### config.mk
export PLATFORM = sky130hd
export DESIGN_NAME = i2cmb_seq
export DESIGN_NICKNAME = d
export VERILOG_FILES = /design/src/rtl/i2cmb_seq.sv
export SDC_FILE = /design/constraint.sdc
export NUM_CORES = 1
export LEC_CHECK = 0
export CORE_ASPECT_RATIO = 1.4
export CORE_MARGIN = 10
export CORE_UTILIZATION = 30
export CTS_CLUSTER_SIZE = 20
export DETAILED_ROUTE_END_ITERATION = 8
export RECOVER_POWER = 50
export SLEW_MARGIN = 20
export SYNTH_ARGS = -nofsm -noshare
export SYNTH_HDL_FRONTEND = slang
export SYNTH_SLANG_ARGS = --single-unit
### constraint.sdc
create_clock -name clk_i -period 6.6 [get_ports clk_i]
set_clock_uncertainty 0.1 [all_clocks]
set_input_delay 1.32 -clock clk_i [delete_from_list [all_inputs] [get_ports clk_i]]
set_output_delay 1.32 -clock clk_i [all_outputs]
set_load 0.02 [all_outputs]
### src/rtl/i2cmb_seq.sv
// i2cmb_seq -- request sequencer for an i2cmb-style I2C master controller.
//
// Turns a simple read/write request (bus, slave address, byte count) into the
// Wishbone register accesses the controller expects: select bus, Start, address
// byte, data bytes, Stop. Each controller command is a "command step": write
// CMDR, wait for a fresh irq_i, read CMDR back for status.
//
// Ports
//   clk_i, rst_i                 clock, synchronous active-high reset
//   req_valid/req_ready          request handshake; req_rw/bus/addr/len latched on accept
//   wdata_valid/wdata_ready/wdata  write byte stream (ready pulses once per byte)
//   rdata_valid/rdata            one-cycle strobe per read byte
//   done/err/busy                end-of-transaction pulse, status (00 ok, 01 NAK,
//                                10 arbitration lost, 11 bad length), in-progress flag
//   cyc_o/stb_o/we_o/adr_o/dat_o/dat_i/ack_i  Wishbone master
//   irq_i                        controller interrupt
module i2cmb_seq #(
  parameter int WB_ADDR_WIDTH  = 2,
  parameter int WB_DATA_WIDTH  = 8,
  parameter int NUM_I2C_BUSSES = 1,
  parameter int I2C_ADDR_WIDTH = 7,
  parameter int MAX_LEN        = 16,
  localparam int BUS_W = $clog2(NUM_I2C_BUSSES) + 1,
  localparam int LEN_W = $clog2(MAX_LEN) + 1
) (
  input  logic                      clk_i,
  input  logic                      rst_i,
  input  logic                      req_valid,
  output logic                      req_ready,
  input  logic                      req_rw,
  input  logic [BUS_W-1:0]          req_bus,
  input  logic [I2C_ADDR_WIDTH-1:0] req_addr,
  input  logic [LEN_W-1:0]          req_len,
  input  logic                      wdata_valid,
  output logic                      wdata_ready,
  input  logic [7:0]                wdata,
  output logic                      rdata_valid,
  output logic [7:0]                rdata,
  output logic                      done,
  output logic [1:0]                err,
  output logic                      busy,
  output logic                      cyc_o,
  output logic                      stb_o,
  output logic                      we_o,
  output logic [WB_ADDR_WIDTH-1:0]  adr_o,
  output logic [WB_DATA_WIDTH-1:0]  dat_o,
  input  logic [WB_DATA_WIDTH-1:0]  dat_i,
  input  logic                      ack_i,
  input  logic                      irq_i
);

  localparam logic [WB_ADDR_WIDTH-1:0] ADR_CSR  = WB_ADDR_WIDTH'(0);
  localparam logic [WB_ADDR_WIDTH-1:0] ADR_DPR  = WB_ADDR_WIDTH'(1);
  localparam logic [WB_ADDR_WIDTH-1:0] ADR_CMDR = WB_ADDR_WIDTH'(2);

  typedef enum logic [2:0] {
    S_INIT, S_IDLE, S_SETBUS, S_START, S_ADDR, S_DATA, S_STOP, S_FIN
  } state_t;

  // Position inside the current state's sequence of bus accesses.
  typedef enum logic [2:0] {
    P_DPRW, P_CMDW, P_IRQ, P_CMDR, P_DPRR, P_WDAT
  } phase_t;

  state_t                    r_state;
  phase_t                    r_phase;
  logic                      r_rw;
  logic [BUS_W-1:0]          r_bus;
  logic [I2C_ADDR_WIDTH-1:0] r_addr;
  logic [LEN_W-1:0]          r_len;
  logic [LEN_W-1:0]          r_cnt;
  logic [7:0]                r_wbyte;
  logic                      r_irq_low;

  logic                      w_last;
  logic [2:0]                w_op;
  logic                      w_bus_req;
  logic                      w_we;
  logic [WB_ADDR_WIDTH-1:0]  w_adr;
  logic [WB_DATA_WIDTH-1:0]  w_dat;
  logic                      w_ack;
  logic                      w_bad_len;

  assign w_ack     = cyc_o & ack_i;
  assign w_bad_len = (req_len == '0) || (req_len > LEN_W'(MAX_LEN));

  // What the current state/phase wants on the bus, and which command it issues.
  always_comb begin
    w_last    = (r_cnt == r_len - LEN_W'(1));
    w_op      = 3'b000;
    w_bus_req = 1'b0;
    w_we      = 1'b0;
    w_adr     = ADR_CMDR;
    w_dat     = '0;
    case (r_state)
      S_SETBUS: w_op = 3'b110;
      S_START:  w_op = 3'b100;
      S_ADDR:   w_op = 3'b001;
      S_DATA:   w_op = r_rw ? (w_last ? 3'b011 : 3'b010) : 3'b001;
      S_STOP:   w_op = 3'b101;
      default:  w_op = 3'b000;
    endcase
    if (r_state == S_INIT) begin
      w_bus_req = 1'b1;
      w_we      = 1'b1;
      w_adr     = ADR_CSR;
      w_dat     = WB_DATA_WIDTH'(8'hC0);
    end else if (r_state != S_IDLE && r_state != S_FIN) begin
      case (r_phase)
        P_DPRW: begin
          w_bus_req = 1'b1;
          w_we      = 1'b1;
          w_adr     = ADR_DPR;
          case (r_state)
            S_SETBUS: w_dat = WB_DATA_WIDTH'(r_bus);
            S_ADDR:   w_dat = WB_DATA_WIDTH'({r_addr, r_rw});
            default:  w_dat = WB_DATA_WIDTH'(r_wbyte);
          endcase
        end
        P_CMDW: begin
          w_bus_req = 1'b1;
          w_we      = 1'b1;
          w_adr     = ADR_CMDR;
          w_dat     = WB_DATA_WIDTH'(w_op);
        end
        P_CMDR: begin
          w_bus_req = 1'b1;
          w_adr     = ADR_CMDR;
        end
        P_DPRR: begin
          w_bus_req = 1'b1;
          w_adr     = ADR_DPR;
        end
        default: w_bus_req = 1'b0;
      endcase
    end
  end

  always_ff @(posedge clk_i) begin
    if (rst_i) begin
      r_state     <= S_INIT;
      r_phase     <= P_DPRW;
      r_rw        <= 1'b0;
      r_bus       <= '0;
      r_addr      <= '0;
      r_len       <= '0;
      r_cnt       <= '0;
      r_wbyte     <= '0;
      r_irq_low   <= 1'b0;
      req_ready   <= 1'b0;
      wdata_ready <= 1'b0;
      rdata_valid <= 1'b0;
      rdata       <= '0;
      done        <= 1'b0;
      err         <= '0;
      busy        <= 1'b0;
      cyc_o       <= 1'b0;
      stb_o       <= 1'b0;
      we_o        <= 1'b0;
      adr_o       <= '0;
      dat_o       <= '0;
    end else begin
      done        <= 1'b0;
      rdata_valid <= 1'b0;

      // A cycle launches only from cyc_o=0; since the phase advances on the
      // ack edge, the cycle after an ack is always idle before the next launch.
      if (w_bus_req && !cyc_o) begin
        cyc_o <= 1'b1;
        stb_o <= 1'b1;
        we_o  <= w_we;
        adr_o <= w_adr;
        dat_o <= w_dat;
      end else if (w_ack) begin
        cyc_o <= 1'b0;
        stb_o <= 1'b0;
        we_o  <= 1'b0;
      end

      case (r_state)
        S_INIT: begin
          if (w_ack) begin
            r_state   <= S_IDLE;
            req_ready <= 1'b1;
          end
        end
        S_IDLE: begin
          if (req_valid && req_ready) begin
            r_rw      <= req_rw;
            r_bus     <= req_bus;
            r_addr    <= req_addr;
            r_len     <= req_len;
            r_cnt     <= '0;
            busy      <= 1'b1;
            req_ready <= 1'b0;
            if (w_bad_len) begin
              err     <= 2'b11;
              r_state <= S_FIN;
            end else begin
              err     <= 2'b00;
              r_state <= S_SETBUS;
              r_phase <= P_DPRW;
            end
          end
        end
        S_FIN: begin
          done      <= 1'b1;
          busy      <= 1'b0;
          req_ready <= 1'b1;
          r_state   <= S_IDLE;
        end
        default: begin
          case (r_phase)
            P_DPRW: if (w_ack) r_phase <= P_CMDW;
            P_CMDW: begin
              if (w_ack) begin
                r_phase   <= P_IRQ;
                // An irq already high at the ack is stale: require it to drop first.
                r_irq_low <= ~irq_i;
              end
            end
            P_IRQ: begin
              if (!irq_i) r_irq_low <= 1'b1;
              else if (r_irq_low) r_phase <= P_CMDR;
            end
            P_CMDR: begin
              if (w_ack) begin
                if (dat_i[5]) begin
                  err     <= 2'b10;
                  r_state <= S_FIN;
                end else begin
                  case (r_state)
                    S_SETBUS: begin
                      r_state <= S_START;
                      r_phase <= P_CMDW;
                    end
                    S_START: begin
                      r_state <= S_ADDR;
                      r_phase <= P_DPRW;
                    end
                    S_ADDR: begin
                      if (dat_i[6]) begin
                        err     <= 2'b01;
                        r_state <= S_STOP;
                        r_phase <= P_CMDW;
                      end else begin
                        r_state <= S_DATA;
                        r_phase <= r_rw ? P_CMDW : P_WDAT;
                      end
                    end
                    S_DATA: begin
                      if (r_rw) begin
                        r_phase <= P_DPRR;
                      end else if (dat_i[6]) begin
                        err     <= 2'b01;
                        r_state <= S_STOP;
                        r_phase <= P_CMDW;
                      end else if (w_last) begin
                        r_state <= S_STOP;
                        r_phase <= P_CMDW;
                      end else begin
                        r_cnt   <= r_cnt + LEN_W'(1);
                        r_phase <= P_WDAT;
                      end
                    end
                    default: r_state <= S_FIN;
                  endcase
                end
              end
            end
            P_DPRR: begin
              if (w_ack) begin
                rdata       <= dat_i[7:0];
                rdata_valid <= 1'b1;
                r_phase     <= P_CMDW;
                if (w_last) r_state <= S_STOP;
                else        r_cnt   <= r_cnt + LEN_W'(1);
              end
            end
            P_WDAT: begin
              if (wdata_ready) begin
                wdata_ready <= 1'b0;
                r_wbyte     <= wdata;
                r_phase     <= P_DPRW;
              end else if (wdata_valid) begin
                wdata_ready <= 1'b1;
              end
            end
            default: r_phase <= P_DPRW;
          endcase
        end
      endcase
    end
  end

endmodule

Word level (Yosys, flattened, before mapping):

Index checks and enable logic that the tools add are counted.

* register bits: 61
* bits of input ports: 36
* output and inout port bits: 28
* word-level logic and storage cells: 177

* add/sub/neg operators: 2
* order comparisons: 1
* eq/ne operators: 36
* mux-type cells: 79
* bitwise gates (word level): 5
* reduce and logical (&&, ||, !) cells: 34

Operators by type and width (count)
* 3-bit two-way mux: 22
* 5-bit two-way mux: 8
* 8-bit one-hot mux with 2 select lines: 2
* 3-bit inequality test (second input constant): 10
* 3-bit one-hot mux with 5 select lines: 2
* 2-bit two-way mux: 12
* 3-bit one-hot mux with 4 select lines: 2
* 5-bit one-hot mux with 2 select lines: 2
* 1-bit two-way mux: 19
* 3-bit equality test (second input constant): 6
* 8-bit two-way mux: 2
* 3-bit by 2-bit equality test with 1-bit output (second input constant): 4
* 4-bit inequality test (second input constant): 3
* 3-bit one-hot mux with 2 select lines: 2
* 6-bit AND reduction: 2
* 11-bit AND reduction: 1
* 2-bit inequality test (second input constant): 5
* 2-bit nonzero test: 5
* 3-bit one-hot mux with 3 select lines: 1
* 3-bit AND reduction: 3
* 9-bit AND reduction: 1
* 2-bit one-hot mux with 2 select lines: 2
* 7-bit inequality test (second input constant): 1
* 3-bit by 1-bit equality test with 1-bit output (second input constant): 2
* other kinds (25): 38

Depth between registers and ports, before layout:

Gate-level depths: netlist of the first run.

* depth in word-level cells: 10
* depth in mapped cells: 10
* mapped depth without buffers: 8

Least setup slack after synthesis of the first run:

No wires, ideal clock.

* kind: input -> register
* from: input port req_len[0]
* to: register r_phase[1]
* setup time: 132 ps
* arrival time: 2652 ps
* data required time: 6368 ps
* setup slack: 3716 ps
* stages on the path: 6
* path buffers: 0
* cells stage by stage: nor4_1 -> xnor2_1 -> nand2_1 -> a211oi_1 -> mux2i_1 -> a21oi_1

* longest elaborated chain between the ends: 4
* elaborated cells on any way between the ends: 5
* classes of those cells: order compare: 1; eq/ne: 1; reduce/logical: 3

Ends and longest elaborated chain
* from (decl): line 33 `input logic [LEN_W-1:0] req_len,`
* 5-bit > comparator or 5-bit zero test (tied branches): line 85 `assign w_bad_len = (req_len == '0) || (req_len > LEN_W'(MAX_LEN));`
* 1-bit logical OR (*): line 85
* 2-bit inequality test (no line) (*)
* 11-bit AND reduction (no line) (*)
* to (signal assigned): line 248 `r_phase <= r_rw ? P_CMDW : P_WDAT;`
* to (decl): line 66 `phase_t r_phase;`

Every way passes the cells marked *; elsewhere a longest branch is shown, timed or not.
A chain may end at the register's enable or synchronous reset.

Worst setup path after layout of the first run:

* from: input port req_valid
* to: register r_cnt[3]

* longest elaborated chain between the ends: 3

Ends and longest elaborated chain
* from (decl): line 28 `input logic req_valid,`
* 1-bit logical AND: line 188 `if (req_valid && req_ready) begin`
* 2-bit inequality test (no line)
* 9-bit AND reduction (no line)
* to (signal assigned): line 262 `r_cnt <= r_cnt + LEN_W'(1);`
* to (signal assigned): line 277 `else r_cnt <= r_cnt + LEN_W'(1);`
* to (decl): line 71 `logic [LEN_W-1:0] r_cnt;`

Every way passes these cells.

==> results of run 1 <==
## logic make-up after synthesis
kind of cell / count (synthesis) / share of synthesized area (%)
buf+inv: 34 / 4.76
compound gates: 100 / 20.5
simple gates: 178 / 26.1
fa+ha+maj: 5 / 1.93
flops: 61 / 37.7
mux: 22 / 6.81
xor+xnor: 8 / 2.17
## worst paths after layout
check                           startpoint        end  slack [ns]  depth (start not counted)
worst min register to register   r_addr[2]  r_addr[2]        0.36                          2
worst max-delay path             req_valid   r_cnt[3]        3.08                          6
worst max register to register  r_state[0]   r_cnt[3]        3.29                          6
worst min-delay path             r_addr[2]  r_addr[2]        0.36                          2
## cells in the mapped netlist (all sizes together) (3+ instances only)
cell,n
a211oi,4
a21oi,34
a221oi,3
a22oi,6
a31oi,5
a32o,5
and2,4
and3,3
buf,7
clkbuf,19
dfxtp,61
ha,5
inv,7
mux2i,22
nand2,54
nand2b,6
nand3,12
nand4,3
nor2,59
nor2b,6
nor3,10
nor4,4
o211ai,4
o21ai,17
or3,6
xnor2,5
xor2,3
## power breakdown
part	internal, mW	switching [mW]	total (mW)	leakage [nW]
registers	0.385	0.0311	0.417	0.494
logic	0.0814	0.123	0.205	0.990
clock network	0.309	0.161	0.470	0.147
## registers in the layout, indices dropped and copies added (netlist names), 2 cells and up
signal   cells
r_addr       7
r_wbyte      8
r_len        5
adr_o        2
err          2
rdata        8
dat_o        8
r_phase      3
r_cnt        5
r_state      3
## layer usage
metal	track usage, %	routed length (um)
met5	0	0
met4	7.90	273
met3	2.66	626
met2	21.5	5040
met1	15.2	4110
## final cells by class
type | count | area, um2
multi-input cells | 313 | 1850
inverters | 8 | 30.0
well taps | 138 | 173
clock inverters | 4 | 47.5
fillers | 1130 | 6250
clock buffers | 11 | 253
flip-flops and latches | 61 | 1220
repair buffers | 64 | 633
## critical path, cell delays in order
cell and delay, ns:
dlygate4sd3_1 0.61, and3_1 0.62, a21oi_2 0.09, or3_1 0.47, or4_1 0.49, nand2_1 0.07
==> results.ini, run 1 <==
[status]
status=finished clean

[synth]
yosys_warnings=0
synth_fp_nets=449
synthTopCellsByArea=dfxtp_1, mux2i_1, nor2_1
ys_seq_area_share_pct=37.7
yosysTopAreaCell=dfxtp_1
syn_area_per_cell_um2=7.93
ys_types=57
synthCells=408
ys_async_sr_fraction_pct=0
synth_edf_count=0
ys_ff_latch=61
synthFlopType=dfxtp_1
yosysTopAreaCellShare_pct=37.7
syn_area_um2=3240

[sta]
slew_headroom_pct=41.4
finalWorstSetupSlack_ns=3.08
report.final.slew_viol_count=0
rsz0062_at_grt=no
min_period_over_period_pct=53.3
tns_ns=0
hold_viol=0
fmax_mhz=284
setup_viol=0
post-route-min-period_ns=3.52
worst_slew_pin_slew_ns=0.878
hold_ws_ns=0.362

[worst_setup_path]
critPathLaunchType=primary input
cp_max_fo=18
crit_type=primary input to flip-flop
endpoint_kind=flip-flop
worstPathRequired_ns=6.77
worst_ep_arrival_time_ns=3.69

[clock_network]
ctsResizeCount=0
cts_max_level=3
post-cts-setup-buffer-count=0
cts_hold_buffers=0
root_buffer=clkbuf_16
cts_tree=done
clock_sinks=61
cts.clk_slew.worst_paths_ns=0.05
numCtsBuffers=9
cts_max_path_buffers=2
insertion_delay_ns=0.33

[placement]
dp_worst_setup_slack_ns=2.82
placed_area_um2=3920
dp_cells=584
portBuffers=63
gp_congestion=0.911
dp_hpwl_um=7360

[floorplan]
rows=44
design.core.area_um2=10500
initial_core_util_pct=30.9
dieArea_um2=15400
ios=64
die_h_um=143
die_x_um=108

[detailed_routing]
drt_wl_total_um=10000
drtPass1Iterations=6
drt_drc_violations_left=0
drt_iter0_markers=206
vias=3189
ant_nets=0
routedWlPerCell_um=16.8
via_per_inst=5.32

[finish]
num_antenna_cells=0
layout_commonest_cell=dfxtp_1
area_growth_pct=30.1
final_cell_mix=dfxtp_1, nor2_1, nand2_1
drive_gt1_share_pct=4.34
nets=498
final_cell_area_um2=4210
stdcell_count=599
finish.utilization_pct=40.3

[power]
powerDensity_nw_per_um2=259
vdd_ir_drop_max_mv=0.138
power.leakage_nw=1.63
total_power_mw=1.09

[grt]
track_usage_pct=13.1
grt_pass1_wl_um=16100
globalRouteOverflowTotal=0
grt_start_max_net_pins=55
antenna_found_initial=0
grt_pass1_vias=3115

[min_path]
hold_path.class=flip-flop to flip-flop

[run]
drv_cap=0

Note: power is estimated with default switching activity, not from simulation.
==> run 2: changes to the inputs <==
==> constraint.sdc (replaced) <==
create_clock -name clk_i -period 3.45 [get_ports clk_i]
set_clock_uncertainty 0.1 [all_clocks]
set_input_delay 0.69 -clock clk_i [delete_from_list [all_inputs] [get_ports clk_i]]
set_output_delay 0.69 -clock clk_i [all_outputs]
set_load 0.02 [all_outputs]
==> run 2 against run 1 <==
Total power rose by 100%; final area rose by 2.3%; worst setup slack got worse by 2.5 ns; via count rose by 4.0%; first-iteration DRC count fell by 8.3%; combinational power rose by 110%; clock-buffer cell count rose by 2; cell count rose by 2.0%; sequential share of layout area fell by 0.67 points; die area did not move; worst hold slack got worse by 0.0059 ns; flip-flop and latch count did not move; critical path type is now flip-flop to flip-flop; critical endpoint unchanged.
==> results.ini, run 2 (synthesis gave the netlist of run 1 again) <==
[detailed_routing]
routedWlPerCell_um=17.5
via_per_inst=5.43
drtPass1Iterations=5
drt_drc_violations_left=0
vias=3317
drt_iter0_markers=189
ant_nets=0
drt_wl_total_um=10700

[finish]
stdcell_count=611
num_antenna_cells=0
drive_gt1_share_pct=5.71
final_cell_mix=dfxtp_1, nor2_1, nand2_1
reg_top3=dat_o x8, r_wbyte x8, rdata x8
nets=509
area_growth_pct=33.2
final_cell_area_um2=4310
layout_commonest_cell=dfxtp_1

[worst_setup_path]
endpoint_kind=flip-flop
reg2reg_setup_slack_ns=0.55
crit_type=flip-flop to flip-flop
worstPathRequired_ns=3.62
critPathLaunchType=flip-flop
worst_ep_arrival_time_ns=3.08
cp_max_fo=12

[power]
p_switching_uw=620
swShare_pct=28.3
vdd_ir_drop_max_mv=0.265
p_int_mw=1.57
pwr-share-seq_pct=35.7
power.leakage_nw=1.68
pwr-share-clk_pct=45.1
powerDensity_nw_per_um2=509
combinationalPowerShare_pct=19.3

[placement]
gp_congestion=1.02
placed_area_um2=4000
portBuffers=63
dp_cells=595
dp_hpwl_um=8020

[clock_network]
post-cts-setup-buffer-count=0
root_buffer=clkbuf_16
cts_hold_buffers=0
insertion_delay_ns=0.33
cts.clk_slew.worst_paths_ns=0.05
cts_max_path_buffers=2
ctsResizeCount=0
cts_max_level=3
cts_tree=done
clock_sinks=61
numCtsBuffers=9

[sta]
post-route-min-period_ns=2.90
report.final.slew_viol_count=0
tns_ns=0
rsz0062_at_grt=no
slew_headroom_pct=44.0
min_period_over_period_pct=84.2
setup_viol=0
hold_viol=0
fmax_mhz=344
worst_slew_pin_slew_ns=0.834

[floorplan]
initial_core_util_pct=30.9
die_x_um=108
ios=64
die_h_um=143
rows=44
dieArea_um2=15400
design.core.area_um2=10500

[grt]
globalRouteOverflowTotal=0
grt_pass1_wl_um=16800
grt_pass1_vias=3192
grt_start_max_net_pins=46
antenna_found_initial=0
track_usage_pct=13.8

[status]
status=finished clean

[min_path]
hold_path.class=flip-flop to flip-flop

[run]
drv_cap=0

==> run 2: critical path, stage by stage, from the launching register on <==
cell and delay, ns:
dfxtp_1 0.41, clkbuf_1 0.34, and3_1 0.34, nor2_1 0.46, a21oi_2 0.15, or3_1 0.48
or4_1 0.49, nand2_1 0.08
==> run 2: cell type report <==
class / instances / area, um2
clock buffer: 13 / 260
clock inverter: 3 / 67.6
fill: 1088 / 6150
inverter: 8 / 30.0
multi-input combinational: 313 / 1850
sequential: 61 / 1220
tap: 138 / 173
timing repair buffer: 75 / 704
==> run 2: final timing paths <==
| path | startpoint | endpoint | cells after the start |
|---|---|---|---|
| setup / recovery | r_state[1] | r_cnt[3] | 7 |
| hold / removal | r_addr[2] | r_addr[2] | 2 |
| setup reg to reg | r_state[1] | r_cnt[3] | 7 |
| hold reg to reg | r_addr[2] | r_addr[2] | 2 |
==> run 2: power groups by stage <==
stage	Clock (mW)	Sequential (mW)	Combinational (mW)
finish	0.988	0.782	0.423
global route	1.04	0.787	0.458
CTS	1.01	0.782	0.428
detailed placement	0	0.796	0.426
global placement	0	0.796	0.430
floorplan	0	0.799	0.243
==> run 2: stage by stage <==
step                      hold slack, ns  power [mW]  setup WS [ns]  utilization (%)
final                              0.356        2.19          0.545             41.2
after global routing               0.371        2.28          0.412             41.2
after CTS                          0.357        2.22          0.826             41.4
after detailed placement           0.350        1.22          0.635             38.2
after global placement             0.348        1.23          0.643             38.2
after floorplan                    0.336        1.04           1.10                -
==> run 2: metal layers <==
metal  part of all wire, %  track usage, %  wire length [um]  up-vias
li1                      -               -                 -     1595
met1                    39            14.8              4220     1553
met2                    52            24.4              5540      148
met3                   5.9            3.29               634       21
met4                   3.0            6.98               321        0
met5                     0               0                 0        -
==> run 3: changes to the inputs <==
==> constraint.sdc (replaced) <==
create_clock -name clk_i -period 3 [get_ports clk_i]
set_clock_uncertainty 0.1 [all_clocks]
set_input_delay 0.6 -clock clk_i [delete_from_list [all_inputs] [get_ports clk_i]]
set_output_delay 0.6 -clock clk_i [all_outputs]
set_load 0.02 [all_outputs]
==> run 3 against run 2 <==
Total power increased by 11%; sequential power rose by 15%; worst hold slack better by 0.0013 ns; critical path type unchanged.
==> results.ini, run 3 (synthesis gave the netlist of run 1 again) <==
[status]
status=finished clean

[finish]
layout_commonest_cell=dfxtp_1
reg_top3=dat_o x8, r_wbyte x8, rdata x8
fillCellCount=1107
drive_gt1_share_pct=8.01
area_growth_pct=35.1
nets=523
num_antenna_cells=0
final_cell_mix=dfxtp_1, nor2_1, nand2_1

[floorplan]
die_h_um=143
rows=44
die_x_um=108
design.core.area_um2=10500
ios=64
dieArea_um2=15400
initial_core_util_pct=30.9

[worst_setup_path]
cp_top_family=compound AO/OA/AOI/OAI gates
crit_type=flip-flop to flip-flop
reg2reg_setup_slack_ns=0.42
cp_max_fo=11
crit_slowest_cell=a2111oi_0
crit_top_cell=clkbuf_1
worst_ep_arrival_time_ns=2.72
rr_worst_depth=6
slowest_delay_ns=0.59
critPathLaunchType=flip-flop
worstPathRequired_ns=3.14
crit-reg2reg-launch=r_state[0]
path_cells=clkbuf_1 -> clkbuf_1 -> nand3_1 -> a2111oi_0 -> a41oi_1 -> o32ai_1
endpoint_kind=flip-flop
path_buf_inv=2
r2r_end=r_state[1]

[sta]
setup_viol=0
slew_headroom_pct=60.2
report.final.slew_viol_count=0
rsz0062_at_grt=no
hold_viol=0
tns_ns=0
worst_slew_pin_slew_ns=0.597
min_period_over_period_pct=85.9
post-route-min-period_ns=2.58
fmax_mhz=388

[min_path]
hold_path.class=flip-flop to flip-flop
min_from=r_addr[5]
min_to=r_addr[5]
hold_depth=2

[power]
power.leakage_nw=1.74
pwr-share-clk_pct=42.4
pwr-share-seq_pct=36.8
p_switching_uw=721
vdd_ir_drop_max_mv=0.315
p_int_mw=1.72
combinationalPowerShare_pct=20.8
powerDensity_nw_per_um2=558
swShare_pct=29.5
total_power_mw=2.44

[clock_network]
insertion_delay_ns=0.33
ctsResizeCount=0
cts_max_path_buffers=2
root_buffer=clkbuf_16
cts_tree=done
post-cts-setup-buffer-count=0
cts_hold_buffers=0
numCtsBuffers=9
cts_max_level=3
cts.clk_slew.worst_paths_ns=0.05
clock_sinks=61

[grt]
grt_pass1_vias=3243
track_usage_pct=13.4
grt_pass1_wl_um=16300
antenna_found_initial=0
grt_start_max_net_pins=44
globalRouteOverflowTotal=0

[detailed_routing]
drt_wl_total_um=10300
routedWlPerCell_um=16.5
via_per_inst=5.31
ant_nets=0
vias=3319
drtPass1Iterations=5
drt_iter0_markers=183
drt_drc_violations_left=0

[run]
drv_cap=0

[placement]
gp_congestion=1.00
portBuffers=63
dp_hpwl_um=8050

[run 3: per-stage QoR]
stage	hold slack, ns	instances	instance area, um2	setup WS (ns)	util [%]
floorplan	0.336	408	3240	0.651	-
global placement	0.348	609	4110	0.333	39.2
detailed placement	0.353	609	4110	0.297	39.2
CTS	0.360	625	4410	0.447	42.1
global route	0.387	625	4370	0.239	41.8
finish	0.357	625	4370	0.422	41.8
[run 3: power by group through the flow]
| stage | Sequential (mW) | Combinational, mW | Clock (mW) |
|---|---|---|---|
| after CTS | 0.899 | 0.527 | 1.05 |
| after detailed placement | 0.916 | 0.525 | 0 |
| after global routing | 0.904 | 0.551 | 1.09 |
| final | 0.899 | 0.508 | 1.03 |
| after floorplan | 0.919 | 0.279 | 0 |
| after global placement | 0.916 | 0.524 | 0 |
[run 3: cell type report]
class	count	area, um2	area share [%]
clock inverters	6	61.3	1.40
inverters	8	30.0	0.687
multi-input cells	313	1850	42.4
clock buffers	10	239	5.47
well taps	138	173	3.95
repair buffers	89	795	18.2
flip-flops and latches	61	1220	27.9
[run 3: worst register-to-register path, stage by stage, from the launching register on]
cell and delay (ns):
dfxtp_1 0.49, clkbuf_1 0.45, clkbuf_1 0.31, nand3_1 0.24, a2111oi_0 0.59, a41oi_1 0.09
o32ai_1 0.23
[run 3: worst max path at each step]
stage,startpoint,endpoint,cells past startpoint
global placement,ack_i,r_cnt[3],6
detailed placement,dat_i[5],r_state[1],7
finish,r_state[0],r_state[1],6
CTS,r_len[0],r_cnt[3],9
global route,r_state[0],r_state[1],6
floorplan,r_len[0],r_cnt[3],9
[run 3: layer usage]
metal  global-route usage (%)  share of wire, %
met1                     14.4                39
met2                     22.4                50
met4                     9.38               4.5
met3                     3.15               5.8
met5                        0                 0
